### src/rtl/pacote_ula.sv
// Shared definitions for the arbitrated logic unit: opcodes, FSM encoding and
// default data width.
package pacote_ula;

    localparam int LARGURA_PADRAO = 8;

    localparam logic [1:0] OP_AND = 2'b00;
    localparam logic [1:0] OP_OR  = 2'b01;
    localparam logic [1:0] OP_XOR = 2'b10;
    localparam logic [1:0] OP_NOT = 2'b11;

    typedef enum logic [1:0] {
        OCIOSO  = 2'd0,
        EXECUTA = 2'd1,
        ESPERA  = 2'd2
    } estado_t;

endpackage

### src/rtl/unidade_logica.sv
// Combinational bitwise logic unit shared by both requesters.
module unidade_logica
    import pacote_ula::*;
#(
    parameter int LARGURA = LARGURA_PADRAO
) (
    input  logic [1:0]         op,
    input  logic [LARGURA-1:0] a,
    input  logic [LARGURA-1:0] b,
    output logic [LARGURA-1:0] resultado
);

    always_comb begin
        resultado = '0;
        case (op)
            OP_AND:  resultado = a & b;
            OP_OR:   resultado = a | b;
            OP_XOR:  resultado = a ^ b;
            OP_NOT:  resultado = ~a;
            default: resultado = '0;
        endcase
    end

endmodule

### src/rtl/arbitro_ula.sv
// Two-requester round-robin arbiter in front of one shared logic unit; the
// result is held with Valido until the consumer acknowledges it.
module arbitro_ula
    import pacote_ula::*;
#(
    parameter int LARGURA = LARGURA_PADRAO
) (
    input  logic               Clock,
    input  logic               Resetn,
    input  logic               Req0,
    input  logic [1:0]         Op0,
    input  logic [LARGURA-1:0] A0,
    input  logic [LARGURA-1:0] B0,
    input  logic               Req1,
    input  logic [1:0]         Op1,
    input  logic [LARGURA-1:0] A1,
    input  logic [LARGURA-1:0] B1,
    output logic               Gnt0,
    output logic               Gnt1,
    output logic [LARGURA-1:0] Resultado,
    output logic               Zero,
    output logic               Dono,
    output logic               Valido,
    input  logic               Ack
);

    estado_t            estado, proximo;
    logic               ultimo;
    logic               sel_q;
    logic [1:0]         op_q;
    logic [LARGURA-1:0] a_q, b_q;
    logic [LARGURA-1:0] res_ul;

    unidade_logica #(.LARGURA(LARGURA)) u_ul (
        .op        (op_q),
        .a         (a_q),
        .b         (b_q),
        .resultado (res_ul)
    );

    // On a tie the requester that was not granted last wins.
    always_comb begin
        proximo = estado;
        Gnt0    = 1'b0;
        Gnt1    = 1'b0;
        case (estado)
            OCIOSO: begin
                if (Req0 && (!Req1 || ultimo)) Gnt0 = 1'b1;
                else if (Req1)                 Gnt1 = 1'b1;
                if (Req0 || Req1) proximo = EXECUTA;
            end
            EXECUTA: proximo = ESPERA;
            ESPERA:  if (Ack) proximo = OCIOSO;
            default: proximo = OCIOSO;
        endcase
    end

    always_ff @(posedge Clock or negedge Resetn) begin
        if (!Resetn) begin
            estado    <= OCIOSO;
            ultimo    <= 1'b1;
            sel_q     <= 1'b0;
            op_q      <= '0;
            a_q       <= '0;
            b_q       <= '0;
            Resultado <= '0;
            Zero      <= 1'b0;
            Dono      <= 1'b0;
            Valido    <= 1'b0;
        end else begin
            estado <= proximo;
            if (Gnt0 || Gnt1) begin
                op_q   <= Gnt1 ? Op1 : Op0;
                a_q    <= Gnt1 ? A1  : A0;
                b_q    <= Gnt1 ? B1  : B0;
                sel_q  <= Gnt1;
                ultimo <= Gnt1;
            end
            if (estado == EXECUTA) begin
                Resultado <= res_ul;
                Zero      <= (res_ul == '0);
                Dono      <= sel_q;
                Valido    <= 1'b1;
            end
            // Resultado is left as-is after the handshake; Zero must drop with Valido.
            if (estado == ESPERA && Ack) begin
                Valido <= 1'b0;
                Zero   <= 1'b0;
            end
        end
    end

endmodule

### config.mk
export PLATFORM = sky130hd
export DESIGN_NAME = arbitro_ula
export DESIGN_NICKNAME = d
export VERILOG_FILES = /design/src/rtl/pacote_ula.sv /design/src/rtl/unidade_logica.sv /design/src/rtl/arbitro_ula.sv
export SDC_FILE = /design/constraint.sdc
export NUM_CORES = 1
export LEC_CHECK = 0
export CAP_MARGIN = 20
export CORE_MARGIN = 4
export CORE_UTILIZATION = 50
export CTS_BUF_LIST = sky130_fd_sc_hd__clkbuf_4 sky130_fd_sc_hd__clkbuf_8
export CTS_CLUSTER_SIZE = 14
export DETAILED_ROUTE_END_ITERATION = 12
export PLACE_DENSITY = 0.87
export SLEW_MARGIN = 0
export SYNTH_ARGS = -nofsm -noshare
export SYNTH_HDL_FRONTEND = slang
export SYNTH_SLANG_ARGS = --single-unit
### constraint.sdc
create_clock -name Clock -period 2 [get_ports Clock]
set_clock_uncertainty 0.1 [all_clocks]
set_input_delay 0.6 -clock Clock [delete_from_list [all_inputs] [get_ports Clock]]
set_output_delay 0.6 -clock Clock [all_outputs]
set_load 0.01 [all_outputs]
## Word-level counts from Yosys, hierarchy flattened

Index checks and enable logic that the tools add are counted.
W data, S select, Z words.

| word-level totals | value |
|---|---|
| output and inout port bits | 13 |
| logic and storage cells | 48 |
| flip-flop bits (word level) | 33 |

| cells by class | value |
|---|---|
| eq/ne operators | 7 |
| bitwise logic cells | 4 |
| multiplexer cells | 16 |
| reductions and logical operators | 11 |

Operators with widths:

| operator | count |
|---|---|
| $pmux W8 S4 | 1 |
| $mux W8 | 2 |
| $mux W1 | 9 |
| $and A8 B8 Y8 | 1 |
| $logic_not A8 Y1 | 1 |
| $not A8 Y8 | 1 |
| $or A8 B8 Y8 | 1 |
| $xor A8 B8 Y8 | 1 |
| $eq A2 B2 Y1 const B | 3 |
| $mux W2 | 3 |
| $pmux W2 S3 | 1 |
| $eq A2 B1 Y1 const B | 2 |
| $logic_not A2 Y1 | 2 |
| $ne A2 B2 Y1 const B | 2 |
| $logic_or A1 B1 Y1 | 3 |
| $logic_and A1 B1 Y1 | 2 |
| $reduce_and A2 Y1 | 1 |
| $reduce_bool A2 Y1 | 1 |
| $logic_not A1 Y1 | 1 |

## Longest topological paths before layout

Gate-level depths: netlist of run 1.

| depth | value |
|---|---|
| word-level depth | 6 |
| gate-level depth with buffers | 6 |
| mapped depth without buffers | 6 |

## Cells and area by module

From an unflattened synthesis of run 1, not the netlist that was laid out.

| unflattened totals | value |
|---|---|
| cells, all modules | 184 |
| area total of the unflattened synthesis | 2,197.1 sq um |

Modules (own cells, without submodules):

| module | area an instance (sq um) | cells each | times used |
|---|---|---|---|
| arbitro_ula | 1,704.1 | 134 | 1 |
| unidade_logica | 493.0 | 50 | 1 |

## Worst setup path before layout of run 1

OpenSTA, ideal clock, no wires.

| path | value |
|---|---|
| path kind | input -> output |
| from | input port Req1 |
| to | output port Gnt1 |
| slack | 0.066 ns |
| data arrival time | 1.234 ns |
| data required time | 1.300 ns |
| cell stages on the path | 4 |
| path buffers | 2 |
| path through | a21bo_1 -> buf_6 -> nor3_4 -> buf_6 |

| between the ends | value |
|---|---|
| longest elaborated chain between the ends | 5 |
| elaborated cells on any way between the ends | 6 |
| classes of those cells | mux: 3; reduce/logical: 3 |

RTL lines:

| item | line | text |
|---|---|---|
| start: declaration | arbitro_ula.sv:14 | `input logic Req1,` |
| $logic_not A1 Y1 | arbitro_ula.sv:48 | `if (Req0 && (!Req1 \|\| ultimo)) Gnt0 = 1'b1;` |
| $logic_or A1 B1 Y1 | arbitro_ula.sv:48 |  |
| $logic_and A1 B1 Y1 | arbitro_ula.sv:48 |  |
| $mux W1 * | arbitro_ula.sv:48 |  |
| $mux W1 * | arbitro_ula.sv:46 | `case (estado)` |
| end: declaration | arbitro_ula.sv:19 | `output logic Gnt1,` |

Mark *: on every way between the ends. The rest lies on a longest branch, timed or not.

## Worst setup path after layout of run 1

| path | value |
|---|---|
| from | input port Req1 |
| to | output port Gnt0 |

| between the ends | value |
|---|---|
| longest elaborated chain between the ends | 5 |

RTL lines:

| item | line | text |
|---|---|---|
| $logic_not A1 Y1 | arbitro_ula.sv:48 |  |
| $logic_or A1 B1 Y1 | arbitro_ula.sv:48 |  |
| $logic_and A1 B1 Y1 | arbitro_ula.sv:48 |  |
| $mux W1 | arbitro_ula.sv:48 |  |
| $mux W1 | arbitro_ula.sv:46 |  |
| end: declaration | arbitro_ula.sv:18 | `output logic Gnt0,` |

Every way passes these cells.

==> impl_metrics.toml, run 1 <==
[status]
outcome = "completed"

[die]
ios = 54
rows = 22
die_w_um = 70.2
design.die.area_um2 = 4930
start_util = 0.525
coreArea_um2 = 3690
fp.dieH_um = 70.2

[critical_path]
cp.arrival_ps = 1220
cp.required_ps = 1300
r2r-start = "a_q[5]"
crit_path_end_kind = "primary output"
reg2reg_slack_ps = 280
critPathLaunchType = "input pin"
timing.rr.end = "Zero"
critical_path_class = "in -> out"
reg2regPathDepth = 6
critPathLaunch = "Req1"
cp-endpoint = "Gnt0"
path_max_fanout = 3

[route]
drtAntennaViolNets = 0
wl_um = 3790
drt-initial-drc-count = 102
drt_first_pass_iters = 4
route.detailed.drc = 0
vias = 1546
wl_per_cell_um = 12.6
viasPerCell = 5.14

[sta]
setup_viol = 0
fin_crit_sh = 0.962
worst_slew_pin_slew_ps = 349
final_hold_viol_count = 0
clock.fmax_ghz = 0.520
rsz0062_at_grt = "no"
maxSlewViolCount = 0
fin_crit_ps = 1920
slew_headroom = 0.767

[cells_and_area]
drive_above_1_share = 0.130
diodes = 0
nNetsFinal = 309
fillers = 290
areaGrowthSynthToFinish_pct = 35.2
finalNonFillerCells = 301

[yosys]
synthArstFlopShare = 1.00
synth_top_flop_cell = "dfrtp_1"
ys_seq_area_frac = 0.427
avgSynthCellArea_um2 = 9.98
synth_edf_count = 0
syn_area_um2 = 1940
ys_ff_latch = 33
synthCells = 194
syn_nets = 251
ys_types = 29
yosysTopAreaCellShare = 0.414
yosys_warnings = 0
synth_top_cell_by_area = "dfrtp_1"
ys_top_cells_by_area = "dfrtp_1 41%, ha_1 10%, inv_1 7.0%, mux4_1 6.8%, o22ai_1 5.8%"

[placement]
gp_congestion = 0.718
place_inst = 293
place_hpwl_um = 2910
port_buffers = 53

[clock_tree]
cts_tree = "built"
cts_htree_levels = 2
clkLatencyLatePin_ps = 290
root_buffer = "clkbuf_8"
postCtsSetupBuffers = 0
cts_buffers = 5
clock_sinks = 33
hold_buffers = 0
clk_path_buf_depth = 2
clkTransAtPathRegs_ps = 70

[global_route]
grt_pass1_vias = 1513
antenna_found_initial = 0
grt.total_usage = 0.167
grt_pass1_wl_um = 6460
grt_max_degree = 40
globalRouteOverflowTotal = 0

[power]
ir_drop_uv = 863
power_leakage_uw = 0.00123
total_power_uw = 3640
p_per_area_nw_per_um2 = 1390

[hold_path]
min_delay_path_depth = 2
hold_class = "reg -> reg"

[flow_run]
maxCapViolCount = 0
metrics by stage:
stage | utilization | hold WS (ps) | worst slack [ps] | setup TNS [ps] | area (um2)
after floorplan | - | 204 | 65.8 | 0 | 1940
after global placement | 0.690 | 360 | -742 | -4260 | 2540
after detailed placement | 0.690 | 372 | -758 | -4820 | 2540
after CTS | 0.710 | 388 | 26.5 | 0 | 2620
after global routing | 0.710 | 405 | 23.3 | 0 | 2620
final | 0.710 | 378 | 76.0 | 0 | 2620
cell usage after synthesis (2+ instances only):
cell type	n
nand2b_1	2
ha_1	16
o22ai_1	18
clkbuf_1	2
mux4_2	3
o21ai_1	16
buf_6	4
o21ai_2	2
o21ai_0	10
inv_1	36
nand2_1	27
a21oi_1	2
buf_2	4
a21o_1	2
dfrtp_1	32
mux4_1	5
sequential cells by signal (all words and copies together), names as in the netlist:
name / cells
Valido: 1
sel_q: 1
a_q: 8
ultimo: 1
Resultado: 8
Zero: 1
Dono: 1
op_q: 2
estado: 2
b_q: 8
cell type report:
class | instances | area, um2 | area share
multi-input combinational | 113 | 898 | 0.343
sequential | 33 | 827 | 0.316
timing repair buffer | 63 | 611 | 0.233
inverter | 36 | 135 | 0.0516
clock buffer | 6 | 76.3 | 0.0292
tap | 48 | 60.1 | 0.0229
clock inverter | 2 | 10.0 | 0.00382
report_power, final:
| part | total (uW) | switching [uW] | leakage (uW) | internal [uW] |
|---|---|---|---|---|
| combinational | 1870 | 871 | 0.000772 | 1000 |
| sequential | 1280 | 284 | 0.000410 | 995 |
| clock | 492 | 238 | 0.0000484 | 254 |
| total | 3640 | 1390 | 0.00123 | 2250 |
worst max-delay path, cell delays in order:
cell,delay (ps)
buf_2,110
or2b_1,220
and3_1,170
buf_2,130
how the worst min path moves through the flow:
stage            startpoint           end  slack (ps)
3_5_place_dp   Resultado[2]  Resultado[2]         370
5_1_grt               sel_q         sel_q         400
4_1_cts        Resultado[2]  Resultado[2]         390
3_3_place_gp          sel_q         sel_q         360
6_report       Resultado[2]  Resultado[2]         380
2_1_floorplan        Resetn          Dono         200
placed cells by master (no fill, tap or decap):
| cell | count |
|---|---|
| a21bo_4 | 1 |
| a21o_1 | 2 |
| a21oi_1 | 2 |
| and3_1 | 1 |
| buf_12 | 2 |
| buf_2 | 4 |
| buf_4 | 8 |
| clkbuf_4 | 1 |
| clkbuf_8 | 5 |
| clkdlybuf4s50_1 | 49 |
| clkinv_2 | 2 |
| dfrtp_1 | 32 |
| dfstp_2 | 1 |
| ha_1 | 16 |
| inv_1 | 36 |
| mux2_2 | 1 |
| mux4_1 | 5 |
| mux4_2 | 3 |
| nand2_1 | 27 |
| nand2b_1 | 2 |
| nand3_1 | 1 |
| nand4_1 | 1 |
| nor2_1 | 1 |
| nor3_4 | 1 |
| o211ai_1 | 1 |
| o21ai_0 | 9 |
| o21ai_1 | 16 |
| o21ai_2 | 3 |
| o22ai_1 | 18 |
| o41ai_2 | 1 |
| or2b_1 | 1 |
routing by layer:
metal / GRT usage / vias up / share of wire / wire [um]
li1: - / 778 / - / -
met1: 0.189 / 722 / 0.40 / 1520
met2: 0.289 / 41 / 0.52 / 1980
met3: 0.0547 / 5 / 0.061 / 230
met4: 0.0638 / 0 / 0.015 / 56
met5: 0 / - / 0 / 0
cell families (layout without fill, tap and decap cells):
kind of cell             Yosys count  after routing  synth area share
multiplexers                       9              9             0.109
flip-flops                        33             33             0.427
AND/OR/NAND/NOR                   35             35            0.0821
adder cells (fa/ha/maj)           16             16             0.103
AO/OA/AOI/OAI                     53             53             0.165
buffers and inverters             48            107             0.114
repair_timing:
item | 4_1_cts | 5_1_grt
setup endpoints to repair | 2 | 1
gates resized for setup | 17 | 0
pin swaps | 2 | 1
Note: power is estimated with default switching activity, not from simulation.
==> run 2: changes to the inputs <==
--- a/config.mk
+++ b/config.mk
@@ -5,6 +5,7 @@
 export SDC_FILE = /design/constraint.sdc
 export NUM_CORES = 1
 export LEC_CHECK = 0
+export ABC_CLOCK_PERIOD_IN_PS = 2000
 export CAP_MARGIN = 20
 export CORE_MARGIN = 4
 export CORE_UTILIZATION = 50
==> results of run 2 <==
The final DEF is identical to that of run 1; final timing and power are the same.
